`src/rtl/inst_encoder.sv`:
```
// RV32I instruction encoder: packs instruction fields and a signed immediate into a
// 32-bit word, validates the immediate, and streams words with sequential byte addresses.
`timescale 1ns/1ps

module inst_encoder #(
  parameter int unsigned       ADDR_W    = 12,
  parameter logic [ADDR_W-1:0] BASE_ADDR = '0
) (
  input  logic              clk,
  input  logic              reset,
  input  logic              in_valid,
  output logic              in_ready,
  input  logic [6:0]        in_opcode,
  input  logic [4:0]        in_rd,
  input  logic [4:0]        in_rs1,
  input  logic [4:0]        in_rs2,
  input  logic [2:0]        in_funct3,
  input  logic [6:0]        in_funct7,
  input  logic [31:0]       in_imm,
  output logic              out_valid,
  input  logic              out_ready,
  output logic [31:0]       out_inst,
  output logic [ADDR_W-1:0] out_addr,
  output logic              err_valid,
  output logic [1:0]        err_code,
  output logic [7:0]        err_count
);

  typedef enum logic [1:0] {
    ERR_NONE   = 2'b00,
    ERR_OPCODE = 2'b01,
    ERR_RANGE  = 2'b10,
    ERR_ALIGN  = 2'b11
  } errCode_e;

  localparam logic [6:0] OP_R      = 7'b0110011;
  localparam logic [6:0] OP_LOAD   = 7'b0000011;
  localparam logic [6:0] OP_IMM    = 7'b0010011;
  localparam logic [6:0] OP_STORE  = 7'b0100011;
  localparam logic [6:0] OP_BRANCH = 7'b1100011;
  localparam logic [6:0] OP_JAL    = 7'b1101111;

  logic              outValid_q, outValid_d;
  logic [31:0]       outInst_q, outInst_d;
  logic [ADDR_W-1:0] outAddr_q, outAddr_d;
  logic [ADDR_W-1:0] addr_q, addr_d;
  logic              errValid_q, errValid_d;
  errCode_e          errCode_q, errCode_d;
  logic [7:0]        errCount_q, errCount_d;

  logic signed [31:0] immS;
  logic               isShift;
  logic               accept;
  logic [31:0]        encInst;
  errCode_e           encErr;

  function automatic logic inRange(input logic signed [31:0] v, input int lo, input int hi);
    return (v >= lo) && (v <= hi);
  endfunction

  assign immS     = $signed(in_imm);
  assign isShift  = (in_opcode == OP_IMM) && ((in_funct3 == 3'b001) || (in_funct3 == 3'b101));
  assign in_ready = !outValid_q || out_ready;
  assign accept   = in_valid && in_ready;

  // Pack fields per format; alignment is checked before range so odd offsets report misalignment.
  always_comb begin
    encInst = '0;
    encErr  = ERR_NONE;
    case (in_opcode)
      OP_R: begin
        encInst = {in_funct7, in_rs2, in_rs1, in_funct3, in_rd, in_opcode};
      end
      OP_LOAD, OP_IMM: begin
        if (isShift) begin
          encInst = {in_funct7, in_imm[4:0], in_rs1, in_funct3, in_rd, in_opcode};
          if (!inRange(immS, 0, 31)) encErr = ERR_RANGE;
        end else begin
          encInst = {in_imm[11:0], in_rs1, in_funct3, in_rd, in_opcode};
          if (!inRange(immS, -2048, 2047)) encErr = ERR_RANGE;
        end
      end
      OP_STORE: begin
        encInst = {in_imm[11:5], in_rs2, in_rs1, in_funct3, in_imm[4:0], in_opcode};
        if (!inRange(immS, -2048, 2047)) encErr = ERR_RANGE;
      end
      OP_BRANCH: begin
        encInst = {in_imm[12], in_imm[10:5], in_rs2, in_rs1, in_funct3,
                   in_imm[4:1], in_imm[11], in_opcode};
        if (in_imm[0])                        encErr = ERR_ALIGN;
        else if (!inRange(immS, -4096, 4094)) encErr = ERR_RANGE;
      end
      OP_JAL: begin
        encInst = {in_imm[20], in_imm[10:1], in_imm[11], in_imm[19:12], in_rd, in_opcode};
        if (in_imm[0])                              encErr = ERR_ALIGN;
        else if (!inRange(immS, -1048576, 1048574)) encErr = ERR_RANGE;
      end
      default: encErr = ERR_OPCODE;
    endcase
  end

  // A rejected accept alongside an output handshake lets out_valid fall.
  always_comb begin
    outValid_d = outValid_q;
    outInst_d  = outInst_q;
    outAddr_d  = outAddr_q;
    addr_d     = addr_q;
    errValid_d = 1'b0;
    errCode_d  = errCode_q;
    errCount_d = errCount_q;
    if (accept && (encErr == ERR_NONE)) begin
      outValid_d = 1'b1;
      outInst_d  = encInst;
      outAddr_d  = addr_q;
      addr_d     = addr_q + ADDR_W'(4);
    end else if (outValid_q && out_ready) begin
      outValid_d = 1'b0;
    end
    if (accept && (encErr != ERR_NONE)) begin
      errValid_d = 1'b1;
      errCode_d  = encErr;
      if (errCount_q != 8'hFF) errCount_d = errCount_q + 8'd1;
    end
  end

  always_ff @(posedge clk) begin
    if (reset) begin
      outValid_q <= 1'b0;
      outInst_q  <= '0;
      outAddr_q  <= '0;
      addr_q     <= BASE_ADDR;
      errValid_q <= 1'b0;
      errCode_q  <= ERR_NONE;
      errCount_q <= '0;
    end else begin
      outValid_q <= outValid_d;
      outInst_q  <= outInst_d;
      outAddr_q  <= outAddr_d;
      addr_q     <= addr_d;
      errValid_q <= errValid_d;
      errCode_q  <= errCode_d;
      errCount_q <= errCount_d;
    end
  end

  assign out_valid = outValid_q;
  assign out_inst  = outInst_q;
  assign out_addr  = outAddr_q;
  assign err_valid = errValid_q;
  assign err_code  = errCode_q;
  assign err_count = errCount_q;

endmodule

```
`config.mk`:
```
export PLATFORM = sky130hd
export DESIGN_NAME = inst_encoder
export DESIGN_NICKNAME = d
export VERILOG_FILES = /design/src/rtl/inst_encoder.sv
export SDC_FILE = /design/constraint.sdc
export NUM_CORES = 1
export LEC_CHECK = 0
export CORE_MARGIN = 10
export CORE_UTILIZATION = 30
export CTS_BUF_LIST = sky130_fd_sc_hd__clkbuf_4
export DETAILED_ROUTE_END_ITERATION = 10
export GPL_TIMING_DRIVEN = 1
export SLEW_MARGIN = 20
export SYNTH_ARGS = -nofsm -noshare
export SYNTH_HDL_FRONTEND = slang
export SYNTH_SLANG_ARGS = --single-unit
```
`constraint.sdc`:
```
create_clock -name clk -period 4.6 [get_ports clk]
set_clock_uncertainty 0.2 [all_clocks]
set_input_delay 0.92 -clock clk [delete_from_list [all_inputs] [get_ports clk]]
set_output_delay 0.92 -clock clk [all_outputs]
set_load 0.03 [all_outputs]
```
# Word level (Yosys, flattened, before mapping)
# Index checks and enable logic that the tools add are counted.
[totals] register_bits=68 latch_bits=0 mem_bits_rw=0 mem_bits_ro=0 in_bits=68 output_inout_bits=57 wordCells=56 n_memories=0
[op_classes] add_sub_neg=2 multipliers=0 div_mod_pow=0 n_lt_le_gt_ge=8 eq_ne=9 n_shift=0 n_mux=13 bitwise=0 n_reduce_logical=17
[op_table] cell="$pmux 32 s5" count=1
[op_table] cell="$ge 32x1->1 const B" count=1
[op_table] cell="$ge 32x12->1 const B" count=1
[op_table] cell="$ge 32x13->1 const B" count=1
[op_table] cell="$ge 32x21->1 const B" count=1
[op_table] cell="$le 32x12->1 const B" count=1
[op_table] cell="$le 32x13->1 const B" count=1
[op_table] cell="$le 32x21->1 const B" count=1
[op_table] cell="$le 32x6->1 const B" count=1
[op_table] cell="$mux 32" count=1
[op_table] cell="$eq 7x6->1 const B" count=2
[op_table] cell="$eq 7x7->1 const B" count=2
[op_table] cell="$mux 2" count=7
[op_table] cell="$add 12x3->12 const B" count=1
[op_table] cell="$pmux 2 s5" count=1
[op_table] cell="$logic_and 1x1->1" count=9
[op_table] cell="$add 8x1->8 const B" count=1
[op_table] cell="$ne 8x8->1 const B" count=1
[op_table] cell="$eq 7x2->1 const B" count=1
[op_table] cell="$eq 7x5->1 const B" count=1
[op_table] cell="$reduce_bool 2->1" count=2
[op_table] cell="$eq 3x1->1 const B" count=1
[op_table] cell="$eq 3x3->1 const B" count=1
[op_table] cell="$mux 1" count=3
[op_table] cell="other kinds (5)" count=6

# Logic depth before layout (Yosys ltp)
# Gate-level depths: netlist (run 1).
[depth] word_depth=8 mapped_depth=10 depth_no_buf=7

# Worst setup path before layout (run 1)
# OpenSTA, ideal clock, no wires.
[synth_path] kind="in2reg" from="input in_imm[6]" to="register outInst_q[26] (netlist: out_inst[26])" setup_time_ns=0.146 arrival_time_ns=2.699 required_ns=4.254 slack_ns=1.555 path_stages=9 path_buffers=3 cell_sequence="or4_1 > nor4_2 > nor3_2 > or3_1 > nor3_2 > buf_6 > buf_6 > buf_6 > a211oi_2"
[synth_via] elab_chain_cells=7 elab_cells_between_ends=24 cone_classes="8 x order compare; 10 x mux; 6 x reduce/logical"
[synth_lines] element="start, declared" line_no="19" source="input logic [31:0] in_imm,"
[synth_lines] element="$ge 32x21->1 (tied with other cells)" line_no="58" source="return (v >= lo) && (v <= hi);"
[synth_lines] element="$logic_and 1x1->1" line_no="58"
[synth_lines] element="$mux 2 (on tied branches)"
[synth_lines] element="$mux 2 (on tied branches)" line_no="95, 75, 90"
[synth_lines] element="$pmux 2 s5" line_no="70" source="case (in_opcode)"
[synth_lines] element="$logic_not 2->1" line_no="111" source="if (accept && (encErr == ERR_NONE)) begin"
[synth_lines] element="$logic_and 1x1->1" line_no="111"
[synth_lines] element="end signal, assigned" line_no="137" source="outInst_q <= outInst_d;"
[synth_lines] element="end, declared" line_no="44" source="logic [31:0] outInst_q, outInst_d;"
# Several ways; a longest one is shown, not always the timed one.
# A chain may end at the register's enable or synchronous reset.

# Worst setup path after layout (run 1)
[layout_path] from="input in_imm[6]" to="register outInst_q[6] (netlist: out_inst[6])"
[layout_via] elab_chain_cells=7 elab_cells_between_ends=22 cone_classes="8 x order compare; 8 x mux; 6 x reduce/logical"
[layout_lines] element="$ge 32x21->1 (tied with other cells)" line_no="58"
[layout_lines] element="$logic_and 1x1->1" line_no="58"
[layout_lines] element="$mux 2 (on tied branches)"
[layout_lines] element="$mux 2 (on tied branches)" line_no="95, 75, 90"
[layout_lines] element="$pmux 2 s5 (*)" line_no="70"
[layout_lines] element="$logic_not 2->1 (*)" line_no="111"
[layout_lines] element="$logic_and 1x1->1 (*)" line_no="111"
# Mark *: on every way between the ends. The rest lies on a longest branch, timed or not.

==> results of run 1 <==
[cell type report]
cell class	instances	area share, %
clock buffers	10	1.56
clock inverters	4	0.494
inverters	7	0.546
multi-input cells	269	40.4
flip-flops and latches	64	26.6
well taps	140	3.64
repair buffers	129	26.7
[synth_stat cells (all sizes together) (2+ instances only)]
master	count	share of area, %
nand3	6	0.88
a31o	4	1.0
nand2b	6	1.1
and4	5	1.3
nand4	11	2.0
inv	7	0.77
a22oi	23	5.1
or4	3	0.66
a222oi	2	0.59
nor4	8	2.1
ha	2	0.73
nand3b	2	0.55
mux2	8	3.1
o31ai	2	0.44
nand2	11	1.2
nor3	10	2.3
and2	3	0.55
buf	13	4.0
or3	2	0.37
and3	3	0.55
nor2b	8	1.5
dfxtp	64	37
xor2	2	0.51
a211oi	29	10
mux2i	12	3.5
o21ai	3	0.44
a21o	2	0.44
or2	3	0.55
clkbuf	11	1.2
a21oi	13	1.9
nor2	66	7.5
[per-layer routing]
metal  vias up  track usage (%)
met2        93             21.1
met1      1490             15.9
met3        17             4.33
met4         0             5.56
li1       1578                -
met5         -                0
[cell families after synthesis]
group | synth area share (%)
flops | 37.5
simple gates | 25.6
other cells | 0.110
compound gates | 22.8
fa+ha+maj | 0.732
xor+xnor | 0.769
mux | 6.59
buf+inv | 5.93
[per-stage QoR]
stage          instance area, um^2  utilization, %  power (W)  hold WS, ns  worst slack [ns]
4_1_cts                       4810            43.8    0.00105        0.278             0.912
2_1_floorplan                 3420               -   0.000646        0.264              1.55
3_5_place_dp                  4710            42.9   0.000739        0.265             0.510
5_1_grt                       4810            43.8    0.00109        0.321             0.582
3_3_place_gp                  4710            42.9   0.000737        0.256             0.589
6_report                      4810            43.8    0.00104        0.273             0.937
[critical path, cell delays in order]
cell,delay (ns)
clkdlybuf4s50_1,0.44
or4_1,0.57
nor4_2,0.27
nor3_2,0.13
or3_1,0.38
nor3_4,0.38
buf_12,0.35
mux2i_1,0.22
nor2_1,0.05
[worst max-delay path by stage]
stage | start | end | slack, ns | cells after the start
after floorplan | in_imm[6] | out_inst[26] | 1.55 | 9
after global placement | in_imm[6] | out_inst[6] | 0.59 | 9
after detailed placement | in_imm[6] | out_inst[6] | 0.51 | 9
after CTS | in_imm[6] | out_inst[6] | 0.91 | 9
after global routing | in_imm[31] | out_inst[6] | 0.58 | 9
final | in_imm[6] | out_inst[6] | 0.94 | 9
[power breakdown]
group	switching (W)	leakage, nW	internal, W
logic	0.0000780	0.983	0.0000823
clock network	0.000204	0.0518	0.000109
registers	0.00000492	0.517	0.000561
total	0.000287	1.55	0.000752
[state kept, by name (all words and copies together) (netlist names)]
register,cells
out_valid,1
err_count,8
out_addr,10
err_code,2
err_valid,1
addr_q,10
out_inst,32
==> results.md, run 1 <==
* Total congestion overflow at 0
* Post-synth EDFFs at 0
* Wire length of the first global-routing pass at 17.5 mm
* Final Hold Fails at 0
* Ys async rst share at 0%
* DR top layer: met4
* Final setup vio count at 0
* Chip width at 127 um
* Iteration-0 DRC Markers at 145
* Number of fill cells at 1052
* Clk buf depth at 2
* Routed vias at 3178
* Synthesized flop and latch total at 64
* Req. time, crit path at 4.66 ns
* Clock transition at path regs at 0.09 ns
* H-tree levels at 3
* Root buffer selected by CTS: clkbuf_4
* Final #Nets at 550
* Power per cell area at 216 nW/um^2
* Area occupied by multi-input gates at 1940 um^2
* R2r worst-path depth at 7
* Register area share after synthesis at 37.5%
* Main synth FF type: dfxtp_1
* Hold Path Class: reg -> reg
* Core area at 11000 um^2
* Headroom to the max-slew limit at 51.9%
* Syn. warnings at 0
* CTS buffer count at 9
* Largest net degree at the start of global routing at 62
* Post-route clock period utilization at 79.6%
* Height of the die at 127 um
* Placed insts at 609
* WL met1 at 4.66 mm
* Hold Path End: out_inst[4]
* DRC at 0
* Status: completed
* Area grow syn2layout at 40.7%
* Drt wl/cell at 17.5 um
* FP Rows at 38
* Metal3 WL at 830 um
* Commonest non-fill, non-tap cell in the layout: clkdlybuf4s50_1
* Max Slew Vio Count at 0
* Area of the mapped netlist at 3420 um^2
* FF/Latch Area at 1280 um^2
* Reg2reg end: out_inst[6]
* Hold Crit Depth at 2
* GPL Wtd Cong at 0.866
* Min-delay src: out_inst[4]
* CP Max Fanout at 61
* Max VDD drop at 116 uV
* Post-Route WL at 10.9 mm
* Initial core utilization at 31.1%
* Max cap viols at 0
* Measured slew at the worst slew-check pin at 0.703 ns
* Netlist cell types at 63
* DRT antenna net count at 0
* Setup TNS at 0 ns
* CTS tree: built
* I/O Buffers at 122
* R2R Setup Slk at 2.07 ns
* Antenna Cells at 0
* Vias/cell at 5.10
* Critical Path Start Type: primary input
* Fmax at 273 MHz
* WS Path Type: in -> reg
* Clock latency on the worst-skew pair at 0.41 ns
* Unrepaired setup endpoints after global routing: no
* # Post-CTS Setup Buffers at 0
* Average size of a mapped cell at 9.42 um^2
* Hold-fix buffers at CTS at 0
* Cells after Synth at 363
* Reg2reg start: out_valid
* CTS sink count at 64
* Die area at 16100 um^2
* Crit path DAT at 3.73 ns
* DR pass1 iterations at 4
* GRT Total Usage at 13.2%
* Most frequent cells in the layout: 121 x clkdlybuf4s50_1, 64 x dfxtp_1, 63 x nor2_1, 27 x a211oi_2, 23 x a22oi_1
* Vias in the first global route at 3254
* Post-route non-filler standard cell count at 623
* I/O pin count at 125
* Post_cts resized at 0
* LEAKAGE at 1.55 nW
* Fraction of layout cells with a size suffix above 1 at 15.5%
* Nature of the critical path endpoint: flop
* Min Tclk post-route at 3.66 ns
* Post-DP HPWL at 8.38 mm
* Antenna violations before repair at 0
* Met2 wire length at 5.18 mm
Note: power is estimated with default switching activity, not from simulation.
==> run 2, diff against run 1 <==
==> constraint.sdc (replaced) <==
create_clock -name clk -period 3 [get_ports clk]
set_clock_uncertainty 0.2 [all_clocks]
set_input_delay 0.6 -clock clk [delete_from_list [all_inputs] [get_ports clk]]
set_output_delay 0.6 -clock clk [all_outputs]
set_load 0.03 [all_outputs]
==> run 2 against run 1 <==
Utilization is 7.8 points higher. Count of clock-buffer cells in the layout unchanged. Non-clock buffer count rose by 63. Cell count grew 10%. Flip-flop and latch count unchanged. Via count grew 8.8%. Global-route usage up 0.25 points. Die area stayed put. Sequential power up 53%. Setup slack worse by 0.87 ns. Highest routed layer unchanged.
==> results.md, run 2 (synthesis gave the netlist of run 1 again) <==
* Clock transition at path regs at 0.12 ns (+0.03 ns)
* Reg2reg start: out_valid
* Root buffer selected by CTS: clkbuf_4
* Clock network fraction of design power at 34.7% (+4.6 points)
* Clock latency on the worst-skew pair at 0.41 ns (about the same)
* Hold Crit Depth at 2 (unchanged)
* DRC at 0 (unchanged)
* Max VDD drop at 231 uV (+98%)
* Total congestion overflow at 0 (unchanged)
* CTS tree: built
* Switching share of total power at 27.8% (+0.20 points)
* Final #Nets at 613 (+11%)
* Post-Route WL at 11.9 mm (+8.8%)
* Post-DP HPWL at 8.78 mm (+4.8%)
* R2r worst-path depth at 8 (+1)
* LEAKAGE at 2.19 nW (+41%)
* DRT antenna net count at 0 (unchanged)
* Fraction of layout cells with a size suffix above 1 at 28.3% (+13 points)
* Status: completed
* Placed cell area at 5140 um^2 (+9.2%)
* Critical Path Start Type: primary input
* Req. time, crit path at 3.09 ns (-1.57 ns)
* Number of fill cells at 1005 (-4.5%)
* FP Rows at 38 (unchanged)
* H-tree levels at 3 (unchanged)
* I/O pin count at 125 (unchanged)
* Hold-fix buffers at CTS at 0 (unchanged)
* Setup TNS at 0 ns (unchanged)
* Switch Pwr at 0.000496 W (+73%)
* Flip-flop count of the largest register after layout at 32 (unchanged)
* Iteration-0 DRC Markers at 130 (-10%)
* Max cap viols at 0 (unchanged)
* Fin Hold WS at 0.282 ns (+0.00867 ns)
* Post-route clock period utilization at 97.9%
* Power per cell area at 315 nW/um^2 (+46%)
* Die area at 16100 um^2 (unchanged)
* Sequential share of power at 48.6% (-5.9 points)
* GPL Wtd Cong at 0.844 (-2.6%)
* Commonest non-fill, non-tap cell in the layout: clkdlybuf4s50_1
* Nature of the critical path endpoint: flop
* Largest net degree at the start of global routing at 41 (-34%)
* Clk buf depth at 2 (unchanged)
* Hold Path End: out_inst[3]
* Crit path DAT at 3.02 ns (-0.71 ns)
* Antenna Cells at 0 (unchanged)
* Hold Path Class: reg -> reg
* Antenna violations before repair at 0 (unchanged)
* Final Hold Fails at 0 (unchanged)
* Min-delay src: out_inst[3]
* Min Tclk post-route at 2.94 ns
* Fin area at 5660 um^2 (+18%)
* Total Power at 0.00179 W (+72%)
* CTS buffer count at 9 (unchanged)
* Vias in the first global route at 3460 (+6.3%)
* Measured slew at the worst slew-check pin at 0.734 ns (+0.0302 ns)
* Max Slew Vio Count at 0 (unchanged)
* Logic pwr share at 16.7% (+1.3 points)
* GRT Total Usage at 13.4% (+0.25 points)
* R2R Setup Slk at 0.86 ns (-1.21 ns)
* Headroom to the max-slew limit at 51.1% (-0.80 points)
* Vias/cell at 5.02 (-1.5%)
* Initial core utilization at 31.1% (unchanged)
* Wire length of the first global-routing pass at 17.8 mm (+1.6%)
* CTS sink count at 64 (unchanged)
* Area grow syn2layout at 65.6%
* Routed vias at 3457 (+8.8%)
* Core area at 11000 um^2 (unchanged)
* Drt wl/cell at 17.3 um (-1.5%)
* Height of the die at 127 um (unchanged)
* Fmax at 341 MHz
* DR pass1 iterations at 5 (+1)
* Unrepaired setup endpoints after global routing: no
* Int Pwr at 0.00129 W (+71%)
* Reg2reg end: out_addr[8]
* Chip width at 127 um (unchanged)
* CP Max Fanout at 8 (-87%)
* I/O Buffers at 122 (unchanged)
* WS Path Type: in -> reg
* Most frequent cells in the layout: 97 x clkdlybuf4s50_1, 64 x dfxtp_1, 62 x nor2_1, 57 x buf_4, 27 x a211oi_2
* Final setup vio count at 0 (unchanged)
-- run 2: metal layers --
metal,global-route usage (%),wire (um),up-vias
li1,-,-,1717
met1,16.0,5130,1628
met2,22.1,5800,99
met3,5.08,780,13
met4,3.62,164,0
met5,0,0,-
-- run 2: power groups by stage --
stage          clock (W)  combinational (W)  sequential (W)
5_1_grt         0.000683           0.000319        0.000870
6_report        0.000619           0.000298        0.000868
3_5_place_dp           0           0.000284        0.000887
3_3_place_gp           0           0.000280        0.000887
4_1_cts         0.000647           0.000290        0.000868
2_1_floorplan          0          0.0000842        0.000907
-- run 2: layout make-up --
type	instances	area, um^2	area share, %
clock inverter	6	68.8	1.22
timing repair buffer	192	1970	34.7
inverter	7	26.3	0.464
clock buffer	10	75.1	1.33
tap	140	175	3.09
multi-input combinational	269	2070	36.5
sequential	64	1280	22.6
-- run 2: worst max path at each step --
stage            startpoint            to  cells after the start
3_5_place_dp     in_imm[20]   err_code[1]                     11
5_1_grt        in_opcode[2]   out_addr[8]                     11
4_1_cts        in_opcode[4]  err_count[2]                     11
2_1_floorplan     in_imm[6]  out_inst[26]                      9
6_report          in_imm[5]   out_addr[8]                     11
3_3_place_gp     in_imm[20]   err_code[1]                     11
-- run 2: through the flow --
step | utilization [%] | std cells | worst slack (ns)
final | 51.5 | 688 | 0.0632
after global routing | 51.5 | 688 | 0.00667
after CTS | 48.5 | 676 | 0.0116
after detailed placement | 46.8 | 660 | -0.658
after global placement | 46.8 | 660 | -0.523
after floorplan | - | 364 | 0.275
-- run 2: critical path: stages --
cell	delay, ns
dlymetal6s2s_1	0.14
or4_4	0.55
nor4_4	0.32
nor3_4	0.09
buf_4	0.14
or3_4	0.34
nor3_4	0.28
buf_6	0.18
buf_12	0.12
mux2i_1	0.20
nor2_1	0.06
-- run 2: timing repair --
action                                  CTS  global route
cloned                                    0             5
buffers inserted                          0             9
pin swaps                                 4            24
endpoints found under the setup margin   21            54
resized for setup                        11            41
==> run 3, diff against run 2 <==
--- a/config.mk
+++ b/config.mk
@@ -5,12 +5,14 @@
 export SDC_FILE = /design/constraint.sdc
 export NUM_CORES = 1
 export LEC_CHECK = 0
+export ABC_AREA = 1
+export CORE_ASPECT_RATIO = 1.5
 export CORE_MARGIN = 10
 export CORE_UTILIZATION = 30
 export CTS_BUF_LIST = sky130_fd_sc_hd__clkbuf_4
 export DETAILED_ROUTE_END_ITERATION = 10
 export GPL_TIMING_DRIVEN = 1
-export SLEW_MARGIN = 20
+export SLEW_MARGIN = 15
 export SYNTH_ARGS = -nofsm -noshare
 export SYNTH_HDL_FRONTEND = slang
 export SYNTH_SLANG_ARGS = --single-unit
==> run 3 against run 2 <==
Non-clock buffer count decreased by 36. Maximum frequency increased by 9.1%. First-iteration DRC count increased by 38%. Flip-flop and latch count unchanged. Largest cell class unchanged. Combinational power decreased by 6%. Highest routed layer unchanged. Setup slack improved by 0.25 ns. Sequential power about the same. Power decreased by 3.1%. Synthesized cell count increased by 48%. Sequential share of layout area increased by 1.8 points. Final area decreased by 7.2%. Routed wire length increased by 5.4%.
==> results.md, run 3 <==
* Hold Path Class: reg -> reg
* Fmax at 372 MHz (+9.1%)
* Clock network fraction of design power at 33.5% (-1.2 points)
* Syn. warnings at 0 (unchanged)
* Slowest CP cell: clkdlybuf4s50_1
* Root buffer selected by CTS: clkbuf_4
* Total Power at 0.00173 W (-3.1%)
* Final #Nets at 752 (+23%)
* Switch Pwr at 0.000478 W (-3.7%)
* Number of fill cells at 1208 (+20%)
* Logic pwr share at 16.2% (-0.5 points)
* Post-route clock period utilization at 89.7% (-8.2 points)
* Core area at 11600 um^2 (+5.5%)
* DRT antenna net count at 0 (unchanged)
* H-tree levels at 3 (unchanged)
* Total congestion overflow at 0 (unchanged)
* Iteration-0 DRC Markers at 179 (+38%)
* Clk buf depth at 2 (unchanged)
* Antenna violations before repair at 1 (+1)
* Synth cell count leaders: 136 x nand2_1, 97 x nor2_1, 64 x dfxtp_1, 35 x inv_1, 30 x o21ai_0
* Clock transition at path regs at 0.11 ns (about the same)
* Power per cell area at 329 nW/um^2 (+4.4%)
* Measured slew at the worst slew-check pin at 0.546 ns (-0.188 ns)
* Switching share of total power at 27.6% (-0.17 points)
* Post_cts resized at 0 (-11)
* Chip width at 109 um (-14%)
* Area of the mapped netlist at 3560 um^2 (+4.2%)
* Cell family with most CP delay: simple AND/OR/NAND/NOR gates
* Netlist cell types at 31 (-51%)
* Buf+Inv Stages, Crit Path at 4 (unchanged)
* CP max stage delay at 0.49 ns (-0.06 ns)
* Register area share after synthesis at 36.0% (-1.5 points)
* Commonest non-fill, non-tap cell in the layout: nand2_1
* Most common cell in the synthesized netlist: nand2_1
* Routed vias at 3953 (+14%)
* Placed cell area at 5110 um^2 (-0.56%)
* Post-DP HPWL at 10.3 mm (+17%)
* Int Pwr at 0.00125 W (-2.9%)
* Initial core utilization at 30.7% (-0.40 points)
* Nature of the critical path endpoint: flop
* Max VDD drop at 166 uV (-28%)
* Fin Hold WS at 0.277 ns (-0.00479 ns)
* Area occupied by multi-input gates at 2000 um^2 (-3.4%)
* Ys async rst share at 0% (unchanged)
* Area contributors post-synth: dfxtp_1 36%, nand2_1 14%, nor2_1 10%
* Synthesized flop and latch total at 64 (unchanged)
* Fraction of layout cells with a size suffix above 1 at 13.0% (-15 points)
* Main synth FF type: dfxtp_1
* Die area at 16700 um^2 (+4.1%)
* I/O Buffers at 122 (unchanged)
* Post-synth EDFFs at 0 (unchanged)
* Most frequent cells in the layout: 136 x nand2_1, 121 x clkdlybuf4s50_1, 97 x nor2_1, 64 x dfxtp_1, 35 x inv_1
* Min Tclk post-route at 2.69 ns (-0.245 ns)
* Height of the die at 153 um (+21%)
* CTS sink count at 64 (unchanged)
* Average size of a mapped cell at 6.64 um^2 (-29%)
* Hold-fix buffers at CTS at 0 (unchanged)
* I/O pin count at 125 (unchanged)
* CP Max Fanout at 9 (+1)
* Wire length of the first global-routing pass at 20.1 mm (+13%)
* DR pass1 iterations at 4 (-1)
* # Post-CTS Setup Buffers at 0 (unchanged)
* Status: completed
* Largest net degree at the start of global routing at 29 (-29%)
* Vias/cell at 4.72 (-6.1%)
* Headroom to the max-slew limit at 63.6% (+13 points)
* Unrepaired setup endpoints after global routing: no
* Vias in the first global route at 4116 (+19%)
* LEAKAGE at 2.06 nW (-6.0%)
* FP Rows at 48 (+26%)
* R2R Setup Slk at 0.97 ns (+0.11 ns)
* Final Hold Fails at 0 (unchanged)
* Dominant cell type by area after synthesis: dfxtp_1
* GPL Wtd Cong at 0.952 (+13%)
* Post-Route WL at 12.5 mm (+5.4%)
* Cells after Synth at 536 (+48%)
* CP dominant cell by count: nand2_1
* Final setup vio count at 0 (unchanged)
* DRC at 0 (unchanged)
* Crit path DAT at 2.78 ns (-0.24 ns)
* Max cap viols at 0 (unchanged)
* FF/Latch Area at 1280 um^2 (unchanged)
* WS Path Type: in -> reg
* Max Slew Vio Count at 0 (unchanged)
* Fin area at 5250 um^2 (-7.2%)
* CTS tree: built
* Sequential share of power at 50.4% (+1.8 points)
* Drt wl/cell at 14.9 um (-13%)
* CTS buffer count at 9 (unchanged)
* Top cell type's share of synthesized area at 36.0% (-1.5 points)
* Critical Path Start Type: primary input
* Area grow syn2layout at 47.5%
* GRT Total Usage at 15.1% (+1.7 points)
* Req. time, crit path at 3.09 ns (about the same)
* Flip-flop count of the largest register after layout at 32 (unchanged)
* Worst-path cell chain: clkdlybuf4s50_1 -> buf_4 -> nand2_1 -> nor2_1 -> inv_1 -> nor2_1 -> nand2_1 -> nand2_1 -> nand3_1 -> nand2_1 -> nand2_1 -> nand4_4 -> buf_4 -> nand3_1 -> nand2_1 -> a21oi_1
* Clock latency on the worst-skew pair at 0.42 ns (about the same)
run 3: area by class of cell:
type | instances | area share (%)
clock buffer | 9 | 1.29
clock inverter | 7 | 1.33
inverter | 40 | 2.86
sequential | 64 | 24.4
timing repair buffer | 156 | 28.5
tap | 150 | 3.57
antenna | 1 | 0.0476
multi-input combinational | 411 | 38.0
run 3: worst register-to-register path, cell delays in order (launching register included):
cell and delay [ns]:
dfxtp_1 0.40, ha_1 0.24, nand4_1 0.16, nand3b_1 0.36, nand3_1 0.37, nand2_1 0.10
a21oi_1 0.12
run 3: per-stage QoR:
stage	setup WS (ns)	setup TNS, ns	std cells	util [%]
2_1_floorplan	0.607	0	537	-
3_3_place_gp	-0.0905	-1.51	821	44.1
3_5_place_dp	-0.122	-2.02	821	44.1
4_1_cts	0.324	0	837	45.3
5_1_grt	0.105	0	838	45.3
6_report	0.308	0	838	45.3
run 3: cell families after synthesis:
group                    synth area share, %
AO/OA/AOI/OAI                           16.3
XOR/XNOR                                3.44
adder cells (fa/ha/maj)                0.703
buffers and inverters                   8.05
flip-flops                              36.0
other                                  0.105
AND/OR/NAND/NOR                         35.4
run 3: layer usage:
| layer | part of all wire [%] | GRT usage (%) |
|---|---|---|
| met5 | 0 | 0 |
| met3 | 6.2 | 5.05 |
| met4 | 3.3 | 7.31 |
| met1 | 35 | 13.9 |
| met2 | 55 | 28.3 |
run 3: power by group through the flow:
stage / clock, W / combinational, W / sequential [W]
3_5_place_dp: 0 / 0.000281 / 0.000890
4_1_cts: 0.000608 / 0.000282 / 0.000871
2_1_floorplan: 0 / 0.0000918 / 0.000913
3_3_place_gp: 0 / 0.000280 / 0.000890
6_report: 0.000579 / 0.000280 / 0.000871
5_1_grt: 0.000639 / 0.000305 / 0.000873
run 3: worst paths after layout:
check	startpoint	end	depth (start not counted)
max	in_imm[11]	err_count[1]	16
min	out_inst[2]	out_inst[2]	2
max reg2reg	err_count[1]	err_count[3]	6
min reg2reg	out_inst[2]	out_inst[2]	2
